===== src/rtl/apb_slave_regbank_pkg.sv =====
// Shared types and helpers for the APB3 register bank.
// State encoding, address-LSB derivation and byte-strobe merge.
package apb_regbank_pkg;

    typedef enum logic {
        S_IDLE,
        S_ACCESS
    } state_t;

    localparam int MAX_DW = 64;
    localparam int MAX_SB = MAX_DW / 8;
    localparam int WCNT_W = 4;

    function automatic int addr_lsb(input int dw);
        return $clog2(dw / 8);
    endfunction

    function automatic logic [MAX_DW-1:0] merge_strb(
        input logic [MAX_DW-1:0] old_v,
        input logic [MAX_DW-1:0] new_v,
        input logic [MAX_SB-1:0] strb
    );
        logic [MAX_DW-1:0] res;
        res = old_v;
        for (int k = 0; k < MAX_SB; k++) begin
            if (strb[k]) begin
                res[k*8 +: 8] = new_v[k*8 +: 8];
            end
        end
        return res;
    endfunction

endpackage


===== src/rtl/apb_slave_regbank_if.sv =====
// APB3 bus bundle for the register bank.
// Master drives request fields; slave returns data/ready/error.
interface apb_slave_regbank_if
    import apb_regbank_pkg::*;
#(
    parameter int DATAWIDTH = 32,
    parameter int ADDRWIDTH = 8
);
    logic                   APB_SEL;
    logic                   APB_ENABLE;
    logic                   APB_WRITE;
    logic [ADDRWIDTH-1:0]   APB_ADDR;
    logic [DATAWIDTH-1:0]   APB_WDATA;
    logic [DATAWIDTH/8-1:0] APB_STRB;
    logic [DATAWIDTH-1:0]   APB_RDATA;
    logic                   APB_READY;
    logic                   APB_SLVERR;

    modport master (
        output APB_SEL, APB_ENABLE, APB_WRITE,
        output APB_ADDR, APB_WDATA, APB_STRB,
        input  APB_RDATA, APB_READY, APB_SLVERR
    );

    modport slave (
        input  APB_SEL, APB_ENABLE, APB_WRITE,
        input  APB_ADDR, APB_WDATA, APB_STRB,
        output APB_RDATA, APB_READY, APB_SLVERR
    );

endinterface


===== src/rtl/apb_wait_ctr.sv =====
// Wait-state counter: loads at setup, counts down during access.
// Zero flag marks the cycle the transfer may complete.
module apb_wait_ctr
    import apb_regbank_pkg::*;
(
    input  logic              i_clk,
    input  logic              i_rst_n,
    input  logic              i_load,
    input  logic [WCNT_W-1:0] i_load_val,
    input  logic              i_dec,
    output logic              o_zero
);

    logic [WCNT_W-1:0] r_cnt;

    always_ff @(posedge i_clk or negedge i_rst_n) begin
        if (!i_rst_n) begin
            r_cnt <= '0;
        end else if (i_load) begin
            r_cnt <= i_load_val;
        end else if (i_dec && (r_cnt != '0)) begin
            r_cnt <= r_cnt - 1'b1;
        end
    end

    assign o_zero = (r_cnt == '0);

endmodule


===== src/rtl/apb_slave_regbank.sv =====
// Parametrised APB3 register bank with byte strobes, wait states,
// read-only status registers, PSLVERR and per-register write pulses.
module apb_slave_regbank
    import apb_regbank_pkg::*;
#(
    parameter int                  DATAWIDTH   = 32,
    parameter int                  ADDRWIDTH   = 8,
    parameter int                  NUM_REGS    = 16,
    parameter int                  WAIT_STATES = 0,
    parameter logic [NUM_REGS-1:0] RO_MASK     = '0
) (
    input  logic                          APB_CLK,
    input  logic                          APB_RESETn,
    apb_slave_regbank_if.slave            bus,
    output logic [NUM_REGS*DATAWIDTH-1:0] REG_OUT,
    input  logic [NUM_REGS*DATAWIDTH-1:0] REG_IN,
    output logic [NUM_REGS-1:0]           REG_WR_STB
);

    localparam int ADDR_LSB = addr_lsb(DATAWIDTH);
    localparam int IDXW     = ADDRWIDTH - ADDR_LSB;

    state_t                r_state;
    state_t                w_state_nxt;
    logic [IDXW-1:0]       w_idx;
    logic [NUM_REGS-1:0]   w_hit;
    logic [NUM_REGS-1:0]   r_hit;
    logic [DATAWIDTH-1:0]  w_rd;
    logic [DATAWIDTH-1:0]  r_rdata;
    logic [DATAWIDTH-1:0]  r_regs [NUM_REGS];
    logic [NUM_REGS-1:0]   r_wr_stb;
    logic                  r_slverr;
    logic                  r_write;
    logic                  w_setup;
    logic                  w_access;
    logic                  w_err;
    logic                  w_zero;
    logic                  w_ready;
    logic                  w_commit;
    logic                  w_wr_en;
    logic                  w_unused;

    assign w_idx    = bus.APB_ADDR[ADDRWIDTH-1:ADDR_LSB];
    assign w_unused = ^bus.APB_ADDR[ADDR_LSB-1:0];

    assign w_setup  = (r_state == S_IDLE) && bus.APB_SEL
                      && !bus.APB_ENABLE;
    assign w_access = (r_state == S_ACCESS) && bus.APB_SEL
                      && bus.APB_ENABLE;
    assign w_ready  = (r_state == S_ACCESS) && w_zero;
    assign w_commit = w_access && w_zero;
    assign w_wr_en  = w_commit && r_write && !r_slverr;

    apb_wait_ctr u_wait_ctr (
        .i_clk      (APB_CLK),
        .i_rst_n    (APB_RESETn),
        .i_load     (w_setup),
        .i_load_val (WCNT_W'(WAIT_STATES)),
        .i_dec      (w_access),
        .o_zero     (w_zero)
    );

    // One-hot decode and read mux; RO slots return live status input.
    always_comb begin
        w_hit = '0;
        w_rd  = '0;
        for (int i = 0; i < NUM_REGS; i++) begin
            w_hit[i] = (w_idx == IDXW'(i));
            if (w_hit[i]) begin
                w_rd = RO_MASK[i] ? REG_IN[i*DATAWIDTH +: DATAWIDTH]
                                  : r_regs[i];
            end
        end
    end

    assign w_err = ~|w_hit | (bus.APB_WRITE & |(w_hit & RO_MASK));

    always_comb begin
        w_state_nxt = r_state;
        unique case (r_state)
            S_IDLE: begin
                if (w_setup) begin
                    w_state_nxt = S_ACCESS;
                end
            end
            S_ACCESS: begin
                if (!bus.APB_SEL || w_commit) begin
                    w_state_nxt = S_IDLE;
                end
            end
            default: w_state_nxt = S_IDLE;
        endcase
    end

    always_ff @(posedge APB_CLK or negedge APB_RESETn) begin
        if (!APB_RESETn) begin
            r_state  <= S_IDLE;
            r_rdata  <= '0;
            r_slverr <= 1'b0;
            r_write  <= 1'b0;
            r_hit    <= '0;
            r_wr_stb <= '0;
        end else begin
            r_state  <= w_state_nxt;
            r_wr_stb <= '0;
            if (w_setup) begin
                r_slverr <= w_err;
                r_write  <= bus.APB_WRITE;
                r_hit    <= w_hit;
                r_rdata  <= (!bus.APB_WRITE && !w_err) ? w_rd : '0;
            end else if (r_state == S_ACCESS
                         && w_state_nxt == S_IDLE) begin
                r_slverr <= 1'b0;
            end
            if (w_wr_en) begin
                r_wr_stb <= r_hit;
            end
        end
    end

    // RO slots are never written so they stay at zero on REG_OUT.
    always_ff @(posedge APB_CLK or negedge APB_RESETn) begin
        if (!APB_RESETn) begin
            for (int i = 0; i < NUM_REGS; i++) begin
                r_regs[i] <= '0;
            end
        end else begin
            for (int i = 0; i < NUM_REGS; i++) begin
                if (!RO_MASK[i] && w_wr_en && r_hit[i]) begin
                    r_regs[i] <= DATAWIDTH'(merge_strb(
                        MAX_DW'(r_regs[i]),
                        MAX_DW'(bus.APB_WDATA),
                        MAX_SB'(bus.APB_STRB)));
                end
            end
        end
    end

    for (genvar g = 0; g < NUM_REGS; g++) begin : g_out
        assign REG_OUT[g*DATAWIDTH +: DATAWIDTH] = r_regs[g];
    end

    assign REG_WR_STB     = r_wr_stb;
    assign bus.APB_RDATA  = r_rdata;
    assign bus.APB_READY  = w_ready;
    assign bus.APB_SLVERR = r_slverr;

endmodule


===== src/flat_wrapper.sv =====
// flat-port wrapper written by rule: the top's interface ports become plain ports
module apb_slave_regbank_flat import apb_regbank_pkg::*;
#(
    parameter int                  DATAWIDTH   = 32,
    parameter int                  ADDRWIDTH   = 8,
    parameter int                  NUM_REGS    = 16,
    parameter int                  WAIT_STATES = 0,
    parameter logic [NUM_REGS-1:0] RO_MASK     = '0
)
  (APB_CLK, APB_RESETn, REG_OUT, REG_IN, REG_WR_STB, bus_APB_SEL, bus_APB_ENABLE, bus_APB_WRITE, bus_APB_ADDR, bus_APB_WDATA, bus_APB_STRB, bus_APB_RDATA, bus_APB_READY, bus_APB_SLVERR);
  apb_slave_regbank_if #(.DATAWIDTH(DATAWIDTH), .ADDRWIDTH(ADDRWIDTH)) bus_i ();
  input  logic APB_CLK;
  input  logic APB_RESETn;
  output logic [NUM_REGS*DATAWIDTH-1:0] REG_OUT;
  input  logic [NUM_REGS*DATAWIDTH-1:0] REG_IN;
  output logic [NUM_REGS-1:0] REG_WR_STB;
  input wire logic [$bits(bus_i.APB_SEL)-1:0] bus_APB_SEL;
  input wire logic [$bits(bus_i.APB_ENABLE)-1:0] bus_APB_ENABLE;
  input wire logic [$bits(bus_i.APB_WRITE)-1:0] bus_APB_WRITE;
  input wire logic [$bits(bus_i.APB_ADDR)-1:0] bus_APB_ADDR;
  input wire logic [$bits(bus_i.APB_WDATA)-1:0] bus_APB_WDATA;
  input wire logic [$bits(bus_i.APB_STRB)-1:0] bus_APB_STRB;
  output wire logic [$bits(bus_i.APB_RDATA)-1:0] bus_APB_RDATA;
  output wire logic [$bits(bus_i.APB_READY)-1:0] bus_APB_READY;
  output wire logic [$bits(bus_i.APB_SLVERR)-1:0] bus_APB_SLVERR;
  assign bus_i.APB_SEL = bus_APB_SEL;
  assign bus_i.APB_ENABLE = bus_APB_ENABLE;
  assign bus_i.APB_WRITE = bus_APB_WRITE;
  assign bus_i.APB_ADDR = bus_APB_ADDR;
  assign bus_i.APB_WDATA = bus_APB_WDATA;
  assign bus_i.APB_STRB = bus_APB_STRB;
  assign bus_APB_RDATA = bus_i.APB_RDATA;
  assign bus_APB_READY = bus_i.APB_READY;
  assign bus_APB_SLVERR = bus_i.APB_SLVERR;
  apb_slave_regbank #(.DATAWIDTH(DATAWIDTH), .ADDRWIDTH(ADDRWIDTH), .NUM_REGS(NUM_REGS), .WAIT_STATES(WAIT_STATES), .RO_MASK(RO_MASK)) u_core (.APB_CLK(APB_CLK), .APB_RESETn(APB_RESETn), .bus(bus_i), .REG_OUT(REG_OUT), .REG_IN(REG_IN), .REG_WR_STB(REG_WR_STB));
endmodule

===== config.mk =====
export PLATFORM = sky130hd
export DESIGN_NAME = apb_slave_regbank_flat
export DESIGN_NICKNAME = d
export VERILOG_FILES = /design/src/rtl/apb_slave_regbank_pkg.sv /design/src/rtl/apb_slave_regbank_if.sv /design/src/rtl/apb_wait_ctr.sv /design/src/rtl/apb_slave_regbank.sv /design/src/flat_wrapper.sv
export SDC_FILE = /design/constraint.sdc
export NUM_CORES = 1
export LEC_CHECK = 0
export ABC_AREA = 0
export CAP_MARGIN = 5
export CORE_AREA = 2 2 431 433
export CTS_CLUSTER_SIZE = 8
export DETAILED_ROUTE_END_ITERATION = 6
export DIE_AREA = 0 0 433 435
export PLACE_DENSITY = 0.39
export SYNTH_ARGS = -nofsm -noshare
export SYNTH_HDL_FRONTEND = slang
export SYNTH_SLANG_ARGS = --single-unit

===== constraint.sdc =====
create_clock -name APB_CLK -period 5.9 [get_ports APB_CLK]
set_clock_uncertainty 0.15 [all_clocks]
set_input_delay 1.475 -clock APB_CLK [delete_from_list [all_inputs] [get_ports APB_CLK]]
set_output_delay 1.475 -clock APB_CLK [all_outputs]
set_load 0.05 [all_outputs]

==> metrics.txt, run 1 <==
status=finished clean; DR vias=21000; # rows=158; Clock Sinks=583; Async SR Flop Fraction=100%; Setup CP Type=flop to primary output; # H-tree levels=3; YS warnings=0; HP Class=flop to flop; Critical-path top delay cell=clkdlybuf4s50_1; Critical Path RT=4.28 ns; Via density=4.07; fin util=21.6%; core box area=0.184 mm^2; Max Freq=about 230 MHz; Power Total=9.42 mW; Port-buffer cells=608; Synth top area share=between 50 and 60%; post-synth cell types=79; DP Wirelength=between 100 and 150 mm; Setup TNS=0 ns; gr ovfl total=0; initial antenna violation count=26; drt pass-1 iters=5; clk root buf=clkbuf_16; crit-path cells=inv_1 > ha_1 > or3b_4 > nor2_1 > clkdlybuf4s50_1; final count of negative-setup-slack endpoints=0; Routability Congestion=0.792; Final period util=75.1%; VDD IR-drop max=0.000209 V; drt wl/cell=between 30 and 40 um; Clock Path Buffers=3; Placed Area=0.0373 mm^2; unrepaired setup endpoints after global routing=false; Critical Path End Type=primary output; leading area contributor after synthesis=dfrtp_1; Resize count post-CTS=0; first-pass GRT wire length=~230 mm; leakage power=around 17 nW; P&R area growth vs syn=42.2%; Worst-Margin Slew=1.12 ns; Routed Wire Length=171 mm; number of hold buffers added after cts=0; Syn Area/Cell=13.8 um^2; share of cells above drive strength 1=between 30% and 40%; Final #Nets=3224; EDFF count, synth=0; chip width=433 um; remaining antenna violation count after routing=0; total clock buffers created by CTS=85; PwrDens=between 200 and 250 mW/mm^2; Die Y=435 um; Starting Density=15.2%; hold_ws=0.330 ns; worst skew pair latency=around 0.71 ns; Post-Layout Cell Count=between 5000 and 6000; Syn Nets=2592; sequential area share after synthesis=a little over half; pre-CTS WS=about 1 ns; slack of the critical path=between 1 and 1.5 ns; GRT Total Usage=approximately 18%; Synth Register Bits=between 500 and 600; CP peak stage delay=0.93 ns; pin count of the biggest net entering global routing=roughly 120; final instance area=0.0397 mm^2; die area=about 0.19 mm^2; Syn Inst Count=2030; vias in the first global route=approximately 22000; Final Slew Violations=0; Synth Cell Area=0.0279 mm^2; Clock transition at path regs=~0.050 ns; critical path arrival=roughly 2.8 ns; CP Launch Type=flop; Top FF cell, synth=dfrtp_1; fillers=19800; Slew HR=25.0%; Final Critical Period=4.43 ns; placed cell count=~5100; Area contributors post-synth=dfrtp_1 52%, mux2_4 13%, mux2_2 12%, mux4_2 2.5%, nand2_8 2.1%; max-cap violation count=0; DR iter-0 viols=1456; setup bufs post-CTS=0; commonest non-fill, non-tap cell in the layout=clkdlybuf4s50_1; commonest non-fill, non-tap cells in the layout=604 x clkdlybuf4s50_1, 583 x dfrtp_1, 290 x mux2_2; post-detailed-route DRC marker count=0; Hold Fails Final Rpt=0; CTS tree=done; CP Max Fanout=4; IO Count=1123
## area by class of cell
cell class	instances	area [um^2]	share of cell area, %
clock buffer	95	2250	5.66
sequential	583	14600	36.7
timing repair buffer	694	6910	17.4
tap	2480	3100	7.81
clock inverter	9	140	0.353
multi-input combinational	1290	12700	32.0
inverter	8	30.0	0.0756
antenna	7	17.5	0.0441
## layer usage
metal / up-vias / share of wire [%] / global-route usage, %
li1: 8820 / - / -
met1: 11300 / 43 / 22.4
met2: 768 / 46 / 28.4
met3: 191 / 8.5 / 6.73
met4: 2 / 2.8 / 5.04
met5: - / 0.0058 / 0
## path summary, 6_finish.rpt
check,startpoint,endpoint,slack [ns],cells after the start
setup / recovery,u_core.u_wait_ctr.r_cnt[0],bus_APB_READY,1.47,5
hold / removal,u_core.r_write,u_core.r_write,0.33,2
setup reg to reg,u_core.u_wait_ctr.r_cnt[0],u_core.REG_OUT[13],2.31,7
hold reg to reg,u_core.r_write,u_core.r_write,0.33,2
max in group asynchronous,APB_RESETn,u_core.REG_OUT[188],3.66,2
min in group asynchronous,APB_RESETn,u_core.REG_OUT[58],0.61,1
## synthesized netlist by cell type, types with 24 or more instances
master and number:
a21oi_1 54, a22oi_1 46, and2_1 24, buf_2 35, clkbuf_1 87, dfrtp_1 583
mux2_2 290, mux2_4 240, mux2i_1 24, mux4_2 31, nand2_1 131, nand2_8 30
nor2_1 39, o21ai_0 84
## where the power goes
group	leakage (nW)	internal, mW	switching (mW)
Combinational	8.13	0.164	0.477
Clock	1.17	2.71	2.00
Sequential	8.14	4.03	0.0329
## logic make-up (layout without fill, tap and decap cells)
family,after synthesis,in the layout,synth area share [%]
buffers and inverters,157,806,2.76
flip-flops,583,583,52.2
multiplexers,585,585,27.9
adder cells (fa/ha/maj),1,1,0.0448
AND/OR/NAND/NOR,336,336,7.77
XOR/XNOR,2,2,0.0627
other,0,7,0
AO/OA/AOI/OAI,366,366,9.19
## worst max-delay path, delay by kind of cell, from the launching register on
kind	cells	cell delay [ns]
fa+ha+maj	1	0.16
buf+inv	2	1.00
flops	1	0.41
simple gates	2	0.54
## state kept, by name, summed over array words and instances, names as in the netlist
signal and cells:
u_core.r_write 1, u_core.bus.APB_SLVERR 1, u_core.bus.APB_RDATA 32, u_core.REG_OUT 512, u_core.r_hit 16, u_core.r_state 1
u_core.REG_WR_STB 16, u_core.u_wait_ctr.r_cnt 4
(Power assumes the default switching activity.)
==> run 2, diff against run 1 <==
CORE_AREA = 2 2 440 442   (was 2 2 431 433)
DIE_AREA = 0 0 442 444   (was 0 0 433 435)
clock period = 3.91 ns   (was 5.9 ns; I/O delays follow)
==> run 2 against run 1 <==
Utilization fell by 0.29 points; sequential share of layout area fell by 0.95 points; worst setup slack got worse by 0.92 ns; power rose by 52%; combinational power rose by 59%; die area rose by 4.2%; largest cell class unchanged; cell area rose by 2.7%; critical path type unchanged; first-iteration DRC count rose by 0.62%; via count rose by 2.9%; global-route usage fell by 0.79 points; highest routed layer unchanged.
==> metrics.txt, run 2 (synthesized netlist as in run 1, its figures left out) <==
Final period util=a little under nine tenths; core box area=0.192 mm^2 (+4.1%); Worst-Margin Slew=1.20 ns (+0.0837 ns); worst r2r src=u_core.u_wait_ctr.r_cnt[0]; Final Critical Period=between 3 and 4 ns; share of cells above drive strength 1=33.6% (+3.0 points); pin count of the biggest net entering global routing=70 (-44%); number of hold buffers added after cts=0 (unchanged); PwrDens=350 mW/mm^2 (+48%); Starting Density=14.6% (-0.60 points); GRT Total Usage=17.1% (-0.79 points); Final Slew Violations=0 (unchanged); max-cap violation count=0 (unchanged); Die Y=444 um (+2.1%); fin util=21.3% (-0.29 points); die area=0.196 mm^2 (+4.2%); first-pass GRT wire length=226 mm (+0.36%); CTS tree=done; critical path arrival=2.24 ns (-0.57 ns); Power Total=14.3 mW (+52%); commonest non-fill, non-tap cells in the layout=595 x clkdlybuf4s50_1, 583 x dfrtp_1, 290 x mux2_2; Hold Fails Final Rpt=0 (unchanged); status=finished clean; # rows=161 (+1.9%); fillers=20600 (+4.4%); CP Max Fanout=3 (-1); Critical Path End Type=primary output; Critical-path top delay cell=clkdlybuf4s50_1; total clock buffers created by CTS=86 (+1.2%); vias in the first global route=22600 (+2.1%); reg2reg setup slack=0.73 ns (-1.58 ns); setup bufs post-CTS=0 (unchanged); power share of the sequential group=43.0% (about the same); VDD IR-drop max=0.000299 V (+43%); Routability Congestion=0.806 (+1.8%); worst skew pair latency=0.70 ns (about the same); Clock Sinks=583 (unchanged); Final #Nets=3322 (+3.0%); power share of the clock group=49.9% (-0.2 points); leakage power=18.0 nW (+3.2%); reg2reg end=u_core.REG_OUT[383]; Switch Pwr=3.83 mW (+53%); CP Launch Type=flop; post-detailed-route DRC marker count=0 (unchanged); Slew HR=19.7% (-5.3 points); Max Freq=~300 MHz; gr ovfl total=0 (unchanged); crit-path cells=clkdlybuf4s50_1; Sw Ratio=26.8% (+0.17 points); final count of negative-setup-slack endpoints=0 (unchanged); CP peak stage delay=1.14 ns (+0.21 ns); P&R area growth vs syn=46.0%; cell depth of the worst flop-to-flop path=8 (+1); unrepaired setup endpoints after global routing=false; Int Pwr=10.4 mW (+51%); Critical Path RT=2.78 ns (-1.50 ns); Routed Wire Length=171 mm (+0.17%); CP delay by family, top=buffers and inverters; Critical path buffers and inverters=1 (-1); DR iter-0 viols=1465 (+0.62%); # H-tree levels=3 (unchanged); clk root buf=clkbuf_16; Setup CP Type=flop to primary output; max FFs per register=512 (unchanged); drt wl/cell=32.3 um (-2.5%); DR vias=21700 (+2.9%); IO Count=1123 (unchanged); Comb power frac=7.2% (+0.4 points); HP Class=input pin to asynchronous set/reset pin; Clock transition at path regs=0.06 ns (about the same); Port-buffer cells=608 (unchanged); drt pass-1 iters=6 (+1); initial antenna violation count=25 (-3.8%); Via density=4.08 (+0.14%); Clock Path Buffers=3 (unchanged); Resize count post-CTS=0 (unchanged); commonest non-fill, non-tap cell in the layout=clkdlybuf4s50_1; remaining antenna violation count after routing=0 (unchanged); chip width=442 um (+2.1%); DP Wirelength=130 mm (+3.1%)
run 2: cell types whose count changed in the layout (fill, tap and decap cells not counted), moves of 3 or more:
cell | previous run | this run
nor2_2 | 5 | 2
buf_4 | 72 | 159
nor2_4 | 5 | 8
buf_12 | 14 | 33
clkdlybuf4s50_1 | 604 | 595
run 2: area by class of cell:
type	count	area [um^2]	area share, %
timing repair buffer	791	7860	19.3
clock buffer	92	2220	5.43
clock inverter	12	199	0.488
tap	2526	3160	7.75
sequential	583	14600	35.8
antenna	7	17.5	0.0429
inverter	8	30.0	0.0736
multi-input combinational	1290	12700	31.2
run 2: metrics by stage:
| stage | hold slack [ns] | cell area [um^2] | worst slack (ns) | TNS (ns) | instances |
|---|---|---|---|---|---|
| 2_1_floorplan | 0.296 | 27900 | 0.998 | 0 | 2030 |
| 3_3_place_gp | 0.328 | 38400 | -0.549 | -9.04 | 5198 |
| 3_5_place_dp | 0.327 | 38400 | -0.0148 | -0.0148 | 5198 |
| 4_1_cts | 0.141 | 40800 | 0.477 | 0 | 5302 |
| 5_1_grt | 0.198 | 40800 | 0.477 | 0 | 5304 |
| 6_report | 0.181 | 40800 | 0.547 | 0 | 5309 |
run 2: worst max-delay path by stage:
stage / start / endpoint / slack, ns / cells past startpoint
2_1_floorplan: bus_APB_ADDR[2] / u_core.bus.APB_RDATA[10] / 1.0 / 7
3_3_place_gp: bus_APB_ADDR[5] / u_core.bus.APB_RDATA[31] / -0.55 / 8
3_5_place_dp: bus_APB_ADDR[5] / u_core.bus.APB_RDATA[31] / -0.01 / 8
4_1_cts: u_core.REG_OUT[433] / REG_OUT[433] / 0.48 / 1
5_1_grt: u_core.REG_OUT[433] / REG_OUT[433] / 0.48 / 1
6_report: u_core.REG_OUT[433] / REG_OUT[433] / 0.55 / 1
run 2: power by group through the flow:
stage / Combinational (mW) / Clock [mW] / Sequential [mW]
after floorplan: 0.297 / 0 / 6.32
after global placement: 1.05 / 0 / 6.24
after detailed placement: 1.05 / 0 / 6.24
after CTS: 1.05 / 7.32 / 6.13
after global routing: 1.09 / 7.53 / 6.13
final: 1.02 / 7.12 / 6.13
run 2: metal layers:
| metal | vias up | GRT usage (%) | share of wire, % |
|---|---|---|---|
| li1 | 9010 | - | - |
| met1 | 11600 | 22.0 | 43 |
| met3 | 188 | 5.38 | 7.9 |
| met5 | - | 0 | 0.0076 |
| met2 | 899 | 27.2 | 46 |
| met4 | 2 | 4.94 | 2.7 |
==> run 3, diff against run 2 <==
CAP_MARGIN = 40   (was 5)
==> run 3 against run 2 <==
Non-clock buffer count grew 15; critical path type unchanged; die area is the same; power shrank 0.72%; worst hold slack gained 0.0077 ns; via count grew 0.59%; clock power shrank 2%; cell count grew 0.32%; flip-flop and latch count is the same; register-to-register slack gained 0.03 ns; cell area grew 0.61%.
==> metrics.txt, run 3 (synthesized netlist as in run 1, its figures left out) <==
placed cell count=5213 (+0.29%); max-cap violation count=0 (unchanged); leakage power=18.1 nW (+0.66%); Final Slew Violations=0 (unchanged); Critical Path End Type=primary output; unrepaired setup endpoints after global routing=false; Max Freq=303 MHz (+1.9%); status=finished clean; Crit. Startpoint=u_core.REG_OUT[307]; DR iter-0 viols=1501 (+2.5%); grt met3 use=5.19% (-0.19 points); Via density=4.09 (+0.27%); Final period util=84.4% (-1.6 points); Hold Fails Final Rpt=0 (unchanged); core box area=0.192 mm^2 (unchanged); global route hottest layer=met2; drt pass-1 iters=6 (unchanged); first-pass GRT wire length=227 mm (+0.30%); Worst-Margin Slew=0.885 ns (-0.319 ns); gr ovfl total=0 (unchanged); final count of negative-setup-slack endpoints=0 (unchanged); die area=0.196 mm^2 (unchanged); max FFs per register=512 (unchanged); setup bufs post-CTS=0 (unchanged); CTS tree=done; Critical Path RT=2.78 ns (about the same); Setup CP Type=flop to primary output; fin util=21.4% (+0.13 points); worst skew pair latency=0.71 ns (about the same); share of cells above drive strength 1=33.8% (+0.21 points); Clock Path Buffers=3 (unchanged); CP Launch Type=flop; Resize count post-CTS=0 (unchanged); Starting Density=14.6% (unchanged); Clock transition at path regs=0.06 ns (about the same); number of hold buffers added after cts=0 (unchanged); post-detailed-route DRC marker count=0 (unchanged); PwrDens=345 mW/mm^2 (-1.3%); Die Y=444 um (unchanged); HP Class=input pin to asynchronous set/reset pin; CP Max Fanout=3 (unchanged); GR Util met1=22.2% (+0.17 points); Final Critical Period=3.30 ns (-0.0624 ns); Clock Sinks=583 (unchanged); drt wl/cell=32.3 um (about the same); Critical-path top delay cell=clkdlybuf4s50_1; commonest non-fill, non-tap cell in the layout=clkdlybuf4s50_1; Post-Layout Cell Count=5326 (+0.32%); GR Layer Usage met2=27.3% (+0.065 points); Port-buffer cells=608 (unchanged); P&R area growth vs syn=46.9%; CP peak stage delay=1.00 ns (-0.14 ns); Routability Congestion=0.806 (unchanged); commonest non-fill, non-tap cells in the layout=595 x clkdlybuf4s50_1, 583 x dfrtp_1, 290 x mux2_2; DR vias=21800 (+0.59%); chip width=442 um (unchanged); GRT Total Usage=17.1% (about the same); total clock buffers created by CTS=85 (-1.2%); critical path arrival=2.17 ns (-0.07 ns); CP delay by family, top=buffers and inverters; worst r2r src=u_core.u_wait_ctr.r_cnt[0]; clk root buf=clkbuf_16; VDD IR-drop max=0.000274 V (-8.3%); Critical path buffers and inverters=1 (unchanged); initial antenna violation count=27 (+8.0%); # H-tree levels=3 (unchanged); vias in the first global route=22600 (+0.31%); IO Count=1123 (unchanged); remaining antenna violation count after routing=0 (unchanged); Final #Nets=3336 (+0.42%); DP Wirelength=131 mm (+0.67%); Routed Wire Length=172 mm (+0.42%); pre-CTS WS=0.108 ns (+0.122 ns); pin count of the biggest net entering global routing=70 (unchanged); Slew HR=41.0% (+21 points); # rows=161 (unchanged); crit-path cells=clkdlybuf4s50_1; slack of the critical path=0.609 ns (+0.0624 ns)
-- run 3: cell types whose count changed in the layout (fill, tap and decap cells not counted), sizes merged --
cell,delta
bufinv,-1
clkinv,-3
buf,+15
clkinvlp,-2
diode,-1
inv,+2
clkbuf,+7
-- run 3: cell type report --
cell class	count	area (um^2)
clock buffers	99	2230
multi-input cells	1290	12700
repair buffers	806	8180
flip-flops and latches	583	14600
clock inverters	8	114
inverters	8	30.0
diodes	6	15.0
well taps	2526	3160
fillers	20600	151000
-- run 3: path summary, 6_finish.rpt --
kind	depth (start not counted)	to	slack, ns
min in group APB_CLK	2	u_core.r_write	0.34
min reg2reg	2	u_core.r_write	0.34
max	1	REG_OUT[307]	0.61
min	1	u_core.REG_WR_STB[5]	0.19
max reg2reg	8	u_core.REG_OUT[378]	0.76
max in group asynchronous	2	u_core.bus.APB_RDATA[30]	2.40
-- run 3: per-stage QoR --
step | hold WS (ns) | TNS (ns) | area (um^2) | power [mW]
6_report | 0.189 | 0 | 41000 | 14.2
5_1_grt | 0.197 | 0 | 41000 | 14.7
4_1_cts | 0.173 | 0 | 41000 | 14.4
3_5_place_dp | 0.324 | 0 | 38700 | 7.30
3_3_place_gp | 0.328 | -9.04 | 38400 | 7.29
2_1_floorplan | 0.296 | 0 | 27900 | 6.61
-- run 3: per-layer routing --
layer | up-vias | wire length [um] | part of all wire (%)
li1 | 9049 | - | -
met1 | 11700 | 75600 | 44
met2 | 880 | 78700 | 46
met3 | 183 | 13000 | 7.6
met4 | 2 | 4760 | 2.8
met5 | - | 13 | 0.0076
-- run 3: where the power goes --
part / leakage, nW / internal [mW] / switching, mW
sequential: 8.14 / 6.08 / 0.0486
clock: 1.15 / 3.99 / 3.01
combinational: 8.84 / 0.307 / 0.743
